[src/rtl/rv_gpio_pkg.sv]
// Shared constants for the rv_gpio peripheral: register byte offsets and pin limit.
package rv_gpio_pkg;

    localparam int unsigned GPIO_MAXBITS = 32;

    localparam logic [4:0] GPIO_OUT  = 5'h00;
    localparam logic [4:0] GPIO_IN   = 5'h04;
    localparam logic [4:0] GPIO_DIR  = 5'h08;
    localparam logic [4:0] GPIO_IEN  = 5'h0C;
    localparam logic [4:0] GPIO_STAT = 5'h10;
    localparam logic [4:0] GPIO_EDGE = 5'h14;
    localparam logic [4:0] GPIO_SET  = 5'h18;
    localparam logic [4:0] GPIO_CLR  = 5'h1C;

    // Word index used by the bus decode (adr[4:2]).
    function automatic logic [2:0] reg_idx(input logic [4:0] off);
        return off[4:2];
    endfunction

endpackage

[src/rtl/rv_gpio_in.sv]
// Per-pin input path: synchroniser, optional debounce (RV_GPIO_DEBOUNCE_EN) and edge detector.
module rv_gpio_in #(
    parameter int unsigned NSYNC = 2
`ifdef RV_GPIO_DEBOUNCE_EN
    ,
    parameter int unsigned DBC_W = 16
`endif
) (
    input  logic             clk,
    input  logic             xreset,
    input  logic             pin,
    input  logic             edge_sel,
`ifdef RV_GPIO_DEBOUNCE_EN
    input  logic [DBC_W-1:0] dbc,
`endif
    output logic             level_c,
    output logic             evt_c
);

    logic [NSYNC-1:0] sync_q;
    logic             s;
    logic             lvl;
    logic             p_q;

    always_ff @(posedge clk or negedge xreset) begin
        if (!xreset) sync_q <= '0;
        else         sync_q <= {sync_q[NSYNC-2:0], pin};
    end

    assign s = sync_q[NSYNC-1];

`ifdef RV_GPIO_DEBOUNCE_EN
    logic [DBC_W-1:0] cnt_q;
    logic             d_q;

    // cnt_q counts cycles s has disagreed with d_q; the new level is passed
    // through combinationally on the (dbc+1)-th cycle so dbc=0 adds no latency.
    always_comb begin
        lvl = d_q;
        if ((s != d_q) && (cnt_q >= dbc)) lvl = s;
    end

    always_ff @(posedge clk or negedge xreset) begin
        if (!xreset) begin
            cnt_q <= '0;
            d_q   <= 1'b0;
        end else begin
            d_q   <= lvl;
            cnt_q <= (s == lvl) ? '0 : DBC_W'(cnt_q + 1'b1);
        end
    end
`else
    assign lvl = s;
`endif

    always_ff @(posedge clk or negedge xreset) begin
        if (!xreset) p_q <= 1'b0;
        else         p_q <= lvl;
    end

    assign level_c = lvl;
    assign evt_c   = edge_sel ? (~lvl & p_q) : (lvl & ~p_q);

endmodule

[src/rtl/rv_gpio.sv]
// GPIO peripheral top: register file, bus decode, registered read mux and irq.
// Optional RV_GPIO_DEBOUNCE_EN adds a DBC register written through offset 0x04.
module rv_gpio
    import rv_gpio_pkg::*;
#(
    parameter int unsigned NBITS = 8,
    parameter int unsigned NSYNC = 2,
    parameter int unsigned DBC_W = 16
) (
    input  logic             clk,
    input  logic             xreset,
    input  logic [4:0]       adr,
    input  logic             cs,
    input  logic             rdy,
    input  logic [3:0]       we,
    input  logic             re,
    input  logic [31:0]      dw,
    output logic [31:0]      dr,
    output logic             irq,
    input  logic [NBITS-1:0] gpio_i,
    output logic [NBITS-1:0] gpio_o,
    output logic [NBITS-1:0] gpio_oe
);

    localparam logic [2:0] R_OUT  = reg_idx(GPIO_OUT);
    localparam logic [2:0] R_IN   = reg_idx(GPIO_IN);
    localparam logic [2:0] R_DIR  = reg_idx(GPIO_DIR);
    localparam logic [2:0] R_IEN  = reg_idx(GPIO_IEN);
    localparam logic [2:0] R_STAT = reg_idx(GPIO_STAT);
    localparam logic [2:0] R_EDGE = reg_idx(GPIO_EDGE);
    localparam logic [2:0] R_SET  = reg_idx(GPIO_SET);
    localparam logic [2:0] R_CLR  = reg_idx(GPIO_CLR);

    logic [31:0]      wmask;
    logic [31:0]      wbits;
    logic             wr_en;
    logic             rd_en;
    logic [2:0]       ridx;
    logic [NBITS-1:0] msk;
    logic [NBITS-1:0] wsel;

    logic [NBITS-1:0] out_q, dir_q, ien_q, stat_q, edge_q;
    logic [NBITS-1:0] out_d, dir_d, ien_d, stat_d, edge_d, stat_clr;
    logic [NBITS-1:0] lvl, evt;
    logic [31:0]      rd_c;

    assign wmask = {{8{we[3]}}, {8{we[2]}}, {8{we[1]}}, {8{we[0]}}};
    assign wbits = dw & wmask;
    assign wr_en = cs & rdy & (|we);
    assign rd_en = cs & rdy & re;
    assign ridx  = adr[4:2];
    assign msk   = wmask[NBITS-1:0];
    assign wsel  = wbits[NBITS-1:0];

    logic unused_bits;
    assign unused_bits = ^{adr[1:0], wmask, wbits};

`ifdef RV_GPIO_DEBOUNCE_EN
    logic [DBC_W-1:0] dbc_q;

    // DBC shares the IN offset on writes only; reads of 0x04 still return IN.
    always_ff @(posedge clk or negedge xreset) begin
        if (!xreset) begin
            dbc_q <= '0;
        end else if (wr_en && (ridx == R_IN)) begin
            dbc_q <= DBC_W'((32'(dbc_q) & ~wmask) | wbits);
        end
    end
`else
    logic [DBC_W-1:0] unused_dbc;
    assign unused_dbc = '0;
`endif

    for (genvar i = 0; i < NBITS; i++) begin : g_pin
        rv_gpio_in #(
            .NSYNC(NSYNC)
`ifdef RV_GPIO_DEBOUNCE_EN
            ,
            .DBC_W(DBC_W)
`endif
        ) u_in (
            .clk     (clk),
            .xreset  (xreset),
            .pin     (gpio_i[i]),
            .edge_sel(edge_q[i]),
`ifdef RV_GPIO_DEBOUNCE_EN
            .dbc     (dbc_q),
`endif
            .level_c (lvl[i]),
            .evt_c   (evt[i])
        );
    end

    // Next-state of the register file; a new event overrides a same-cycle W1C.
    always_comb begin
        out_d    = out_q;
        dir_d    = dir_q;
        ien_d    = ien_q;
        edge_d   = edge_q;
        stat_clr = '0;
        if (wr_en) begin
            case (ridx)
                R_OUT:   out_d    = (out_q & ~msk) | wsel;
                R_DIR:   dir_d    = (dir_q & ~msk) | wsel;
                R_IEN:   ien_d    = (ien_q & ~msk) | wsel;
                R_EDGE:  edge_d   = (edge_q & ~msk) | wsel;
                R_STAT:  stat_clr = wsel;
                R_SET:   out_d    = out_q | wsel;
                R_CLR:   out_d    = out_q & ~wsel;
                default: ;
            endcase
        end
        stat_d = (stat_q & ~stat_clr) | evt;
    end

    always_comb begin
        rd_c = '0;
        case (ridx)
            R_OUT:   rd_c = 32'(out_q);
            R_IN:    rd_c = 32'(lvl);
            R_DIR:   rd_c = 32'(dir_q);
            R_IEN:   rd_c = 32'(ien_q);
            R_STAT:  rd_c = 32'(stat_q);
            R_EDGE:  rd_c = 32'(edge_q);
            default: rd_c = '0;
        endcase
    end

    always_ff @(posedge clk or negedge xreset) begin
        if (!xreset) begin
            out_q  <= '0;
            dir_q  <= '0;
            ien_q  <= '0;
            stat_q <= '0;
            edge_q <= '0;
            irq    <= 1'b0;
        end else begin
            out_q  <= out_d;
            dir_q  <= dir_d;
            ien_q  <= ien_d;
            stat_q <= stat_d;
            edge_q <= edge_d;
            irq    <= |(stat_d & ien_d);
        end
    end

    // Read data samples pre-write state and holds until the next qualified read.
    always_ff @(posedge clk or negedge xreset) begin
        if (!xreset)    dr <= '0;
        else if (rd_en) dr <= rd_c;
    end

    assign gpio_o  = out_q;
    assign gpio_oe = dir_q;

endmodule

[config.mk]
export PLATFORM = sky130hd
export DESIGN_NAME = rv_gpio
export DESIGN_NICKNAME = d
export VERILOG_FILES = /design/src/rtl/rv_gpio_pkg.sv /design/src/rtl/rv_gpio_in.sv /design/src/rtl/rv_gpio.sv
export SDC_FILE = /design/constraint.sdc
export NUM_CORES = 1
export LEC_CHECK = 0
export CAP_MARGIN = 20
export CORE_MARGIN = 10
export CORE_UTILIZATION = 41
export CTS_BUF_LIST = sky130_fd_sc_hd__clkbuf_8
export DETAILED_ROUTE_END_ITERATION = 10
export HOLD_SLACK_MARGIN = 0.02
export PLACE_DENSITY = 0.74
export SLEW_MARGIN = 20
export SYNTH_ARGS = -nofsm -noshare
export SYNTH_HDL_FRONTEND = slang
export SYNTH_SLANG_ARGS = --single-unit
[constraint.sdc]
create_clock -name clk -period 1.23 [get_ports clk]
set_clock_uncertainty 0.05 [all_clocks]
set_input_delay 0.123 -clock clk [delete_from_list [all_inputs] [get_ports clk]]
set_output_delay 0.123 -clock clk [all_outputs]
set_load 0.01 [all_outputs]
# Word-level counts from Yosys, hierarchy flattened
# Cells that the tools add are included.
# totals
ff_bits,97
output_inout_bits,49
elab_cells,103
inputBits,54
# op_classes
n_bitwise,52
eq_ne,7
n_reduce_logical,7
mux,14
# op_table
cell,count
bitwise AND 8 bit,8
bitwise OR 8 bit,6
one-hot mux 8 bit (6 select lines),1
two-way mux 8 bit,4
NOT 8 bit,3
one-hot mux 8 bit (3 select lines),1
bitwise AND 1 bit,19
NOT 1 bit,16
"equality test 3 bit, second input constant",4
two-way mux 1 bit,8
OR reduction 8 bit,1
"equality test 3 x 2 -> 1 bit, second input constant",2
AND reduction 2 bit,3
OR reduction 4 bit,1
"equality test 3 x 1 -> 1 bit, second input constant",1
logical NOT 3 bit,1
nonzero test 3 bit,1

# Longest topological paths before layout
# Gate-level depths: netlist of the first run.
# logic_depth
word_depth,8
mapped_depth,7
ltp_nobuf,5

# By module
# Synthesis of the first run repeated with hierarchy kept, for this count alone.
# hier_totals
hier_cells,290
area_unflattened_um2,3415.8
# modules_own_cells
mod,cells_each,area_per_inst_um2,n_inst,seq_area_each_um2
rv_gpio,242,2635.0,1,1226.2
rv_gpio_in,6,97.6,8,75.1

# Least setup slack after synthesis of the first run
# No wires, ideal clock.
# synth_timing
path_kind,in2reg
startpoint,input port adr[2]
endpoint,register irq
slack_ps,-243
setup_time_ps,135
path_buffers,1
path_stages,5
required_time_ps,1045
t_arrival_ps,1288
path_cell_list,buf_2 > nor3b_4 > mux2_2 > a22oi_1 > nand4_1
# synth_between
word_cells_on_any_way,11
classes_between,2 x eq/ne; 4 x mux; 4 x bitwise; 1 x reduce/logical
# synth_rtl
element,line,source
from (decl),rv_gpio.sv:12,"input logic [4:0] adr,"
equality test 3 x 2 -> 1 bit,rv_gpio.sv:102,case (ridx)
two-way mux 8 bit,rv_gpio.sv:102,
two-way mux 8 bit,rv_gpio.sv:101,if (wr_en) begin
via ien_d[5],rv_gpio.sv:43,"logic [NBITS-1:0] out_d, dir_d, ien_d, stat_d, edge_d, stat_clr;"
bitwise AND 8 bit,rv_gpio.sv:143,irq <= |(stat_d & ien_d);
OR reduction 8 bit,rv_gpio.sv:143,
to (signal assigned),rv_gpio.sv:143,
to (decl),rv_gpio.sv:19,"output logic irq,"
# The timed path passes the listed nets, and every way through them passes these cells.
# A chain may end at the register's enable or synchronous reset.

# Final worst setup path of the first run
# layout_timing
startpoint,register ien_q[2]
endpoint,register dr[2]
# layout_between
elab_chain_cells,1
# layout_rtl
element,line,source
from (decl),rv_gpio.sv:42,"logic [NBITS-1:0] out_q, dir_q, ien_q, stat_q, edge_q;"
from (signal assigned),rv_gpio.sv:140,ien_q <= ien_d;
one-hot mux 8 bit (6 select lines),rv_gpio.sv:118,case (ridx)
to (signal assigned),rv_gpio.sv:150,else if (rd_en) dr <= rd_c;
to (decl),rv_gpio.sv:18,"output logic [31:0] dr,"
# Every way passes these cells.

==> results of run 1 <==
==> critical path, stage by stage, from the launching register on <==
cell	delay (ns)
dfrtp_1	0.40
mux4_2	0.49
a22oi_2	0.21
o21ai_1	0.08
==> where the power goes <==
part | switching [mW] | total [mW] | internal, mW
combinational | 0.738 | 1.67 | 0.929
clock | 0.881 | 2.21 | 1.33
sequential | 0.188 | 2.90 | 2.71
total | 1.81 | 6.77 | 4.97
==> worst min-delay path by stage <==
stage | slack, ns | cells past startpoint | from | to
after floorplan | -0.22 | 0 | xreset | async pin
after global placement | 0.12 | 2 | xreset | g_pin[6].u_in.sync_q[0]$_DFF_PN0_
after detailed placement | 0.12 | 2 | xreset | g_pin[6].u_in.sync_q[0]$_DFF_PN0_
after CTS | 0.15 | 1 | gpio_i[5] | g_pin[5].u_in.sync_q[0]$_DFF_PN0_
after global routing | 0.14 | 1 | gpio_i[5] | g_pin[5].u_in.sync_q[0]$_DFF_PN0_
final | 0.16 | 1 | gpio_i[2] | g_pin[2].u_in.sync_q[0]$_DFF_PN0_
==> through the flow <==
stage | setup TNS, ns | setup slack, ns
2_1_floorplan | -1.91 | -0.239
3_3_place_gp | -29.44 | -0.778
3_5_place_dp | -30.62 | -0.852
4_1_cts | -0.470 | -0.0900
5_1_grt | -0.879 | -0.151
6_report | -0.488 | -0.114
==> layout make-up <==
class	instances	area (sq um)	area share (%)
sequential	73	1830	38.4
multi-input combinational	193	1520	31.9
timing repair buffer	121	1050	22.1
tap	102	128	2.68
clock buffer	9	124	2.60
clock inverter	6	108	2.26
inverter	1	3.75	0.0789
==> synth_stat cells (2+ instances only) <==
library cell  number
buf_1              2
buf_2              5
a21oi_1           15
o21ai_0           26
mux2_2            33
clkbuf_1           3
a22oi_1            8
nand3_1            8
nand3b_1           7
nor3b_1            2
o31ai_1            8
nand2_1           24
or3b_2             7
mux4_2             5
nor2_1             8
buf_4             25
mux2i_1            3
dfrtp_1           73
==> what timing repair did <==
item / CTS / global route
buffers inserted: 8 / 2
resized for setup: 111 / 33
gates cloned: 0 / 0
hold endpoints to repair: 73 / 0
hold buffers: 1 / 0
pin swaps: 9 / 17
setup endpoints to repair: 74 / 28
==> routing by layer <==
layer / global-route usage, % / share of wire [%] / wire [microns] / up-vias
li1: - / - / - / 1200
met1: 18.0 / 42 / 3810 / 1279
met2: 22.2 / 47 / 4220 / 122
met3: 5.08 / 9.3 / 841 / 13
met4: 6.74 / 1.7 / 155 / 0
met5: 0 / 0 / 0 / -
==> cell families (layout without fill, tap and decap cells) <==
logic type | after synthesis | after routing | synth area share (%)
simple gates | 67 | 67 | 11.7
mux | 41 | 41 | 15.3
other cells | 1 | 24 | 0.112
compound gates | 60 | 60 | 10.4
xor+xnor | 1 | 1 | 0.261
buf+inv | 38 | 137 | 7.76
flops | 73 | 73 | 54.4
==> impl_metrics.json, run 1 <==
{
  "clock_latency_ns": 0.35,
  "hpwl_microns": 6390,
  "antenna_found_initial": 0,
  "postSynth.asyncResetShare_pct": 100,
  "root_buffer": "clkbuf_8",
  "critPathRequiredTime_ns": 1.42,
  "worstPathMaxFanout": 2,
  "cts-htree-levels": 3,
  "areaGrowthSynthToFinish_pct": 41.8,
  "post-route-util_pct": 60.6,
  "r2r_start": "ien_q[2]$_DFF_PN0_",
  "dieArea_sq_um": 12200,
  "final_antenna_net_count": 0,
  "layout_setup_ws_ns": -0.114,
  "fin_nets": 453,
  "die_h_microns": 110,
  "tritoncts": "built",
  "drt-total-wl_microns": 9020,
  "final_common_cell": "dfrtp_1",
  "grt_pass1_wl_microns": 14500,
  "hold_path_class": "input pin to flip-flop",
  "cp-startpoint": "ien_q[2]$_DFF_PN0_",
  "synth_ff_type": "dfrtp_1",
  "drcViolationCount": 0,
  "max_freq_mhz": 744,
  "clkTransAtPathRegs_ns": 0.08,
  "drt-initial-drc-count": 173,
  "critPathCaptureType": "flip-flop",
  "layout.cells.non_filler": 505,
  "synth_edf_count": 0,
  "yosysTopAreaCell": "dfrtp_1",
  "synthTopCellsByArea": "dfrtp_1 54%, mux2_2 11%, buf_4 5.6%",
  "power_mw": 6.77,
  "clock_path_buffers": 2,
  "yosysSeqAreaShare_pct": 54.4,
  "viasPerCell": 5.18,
  "num_vias": 2614,
  "drv_cap": 0,
  "grt-ovfl-total": 0,
  "rows": 32,
  "dpl.cell_count": 479,
  "layout_common_cells": "73 x dfrtp_1, 55 x buf_4, 24 x nand2_1, 24 x conb_1, 23 x mux2_2",
  "wire_per_inst_microns": 17.9,
  "hold_violations": 0,
  "violations": "setup timing",
  "yosys_register_bits": 73,
  "numCtsBuffers": 9,
  "fill_cells": 617,
  "layout-drive-gt1-share_pct": 43.7,
  "track_usage_pct": 14.6,
  "start_kind": "flip-flop",
  "first_pass_iters": 5,
  "final_max_slew_viol_count": 0,
  "arrival_ns": 1.54,
  "r2r_slack_ns": -0.11,
  "synth_cells": 281,
  "clkSinkCount": 73,
  "core_sq_um": 7850,
  "finalCriticalPeriod_ns": 1.34,
  "critPathCapture": "dr[2]$_DFFE_PN0P_",
  "placed_cell_area_sq_um": 4360,
  "grt_max_degree": 74,
  "final-setup-viol-count": 7,
  "rr_endpoint": "dr[2]$_DFFE_PN0P_",
  "start_util_pct": 42.8,
  "rr_worst_depth": 3,
  "ios": 103,
  "ir_drop_v": 0.000650,
  "post-route-period-util_pct": 109,
  "antennaDiodeCount": 0,
  "syn_area_sq_um": 3360,
  "first_global_vias": 2753,
  "total_leakage_power_nw": 2.14,
  "ys_types": 37,
  "holdWs_ns": 0.157,
  "status": "finished, violations left",
  "avgSynthCellArea_sq_um": 11.9,
  "synth_warnings": 0,
  "die_x_microns": 110,
  "path_class": "flip-flop to flip-flop",
  "synth_top_area_share_pct": 54.4,
  "rsz0062_at_grt": "yes",
  "globalplace.congestion": 0.854,
  "fin_area_sq_um": 4760,
  "portBuffers": 52,
  "p_per_area_nw_per_um2": 1420
}
(Power assumes the default switching activity.)
==> inputs of run 2 (changes only) <==
--- a/config.mk
+++ b/config.mk
@@ -9,6 +9,7 @@
 export CORE_MARGIN = 10
 export CORE_UTILIZATION = 41
 export CTS_BUF_LIST = sky130_fd_sc_hd__clkbuf_8
+export CTS_CLUSTER_DIAMETER = 200
 export DETAILED_ROUTE_END_ITERATION = 10
 export HOLD_SLACK_MARGIN = 0.02
 export PLACE_DENSITY = 0.74
==> results of run 2 <==
No change in the layout: final DEF, timing and power equal those of run 1.
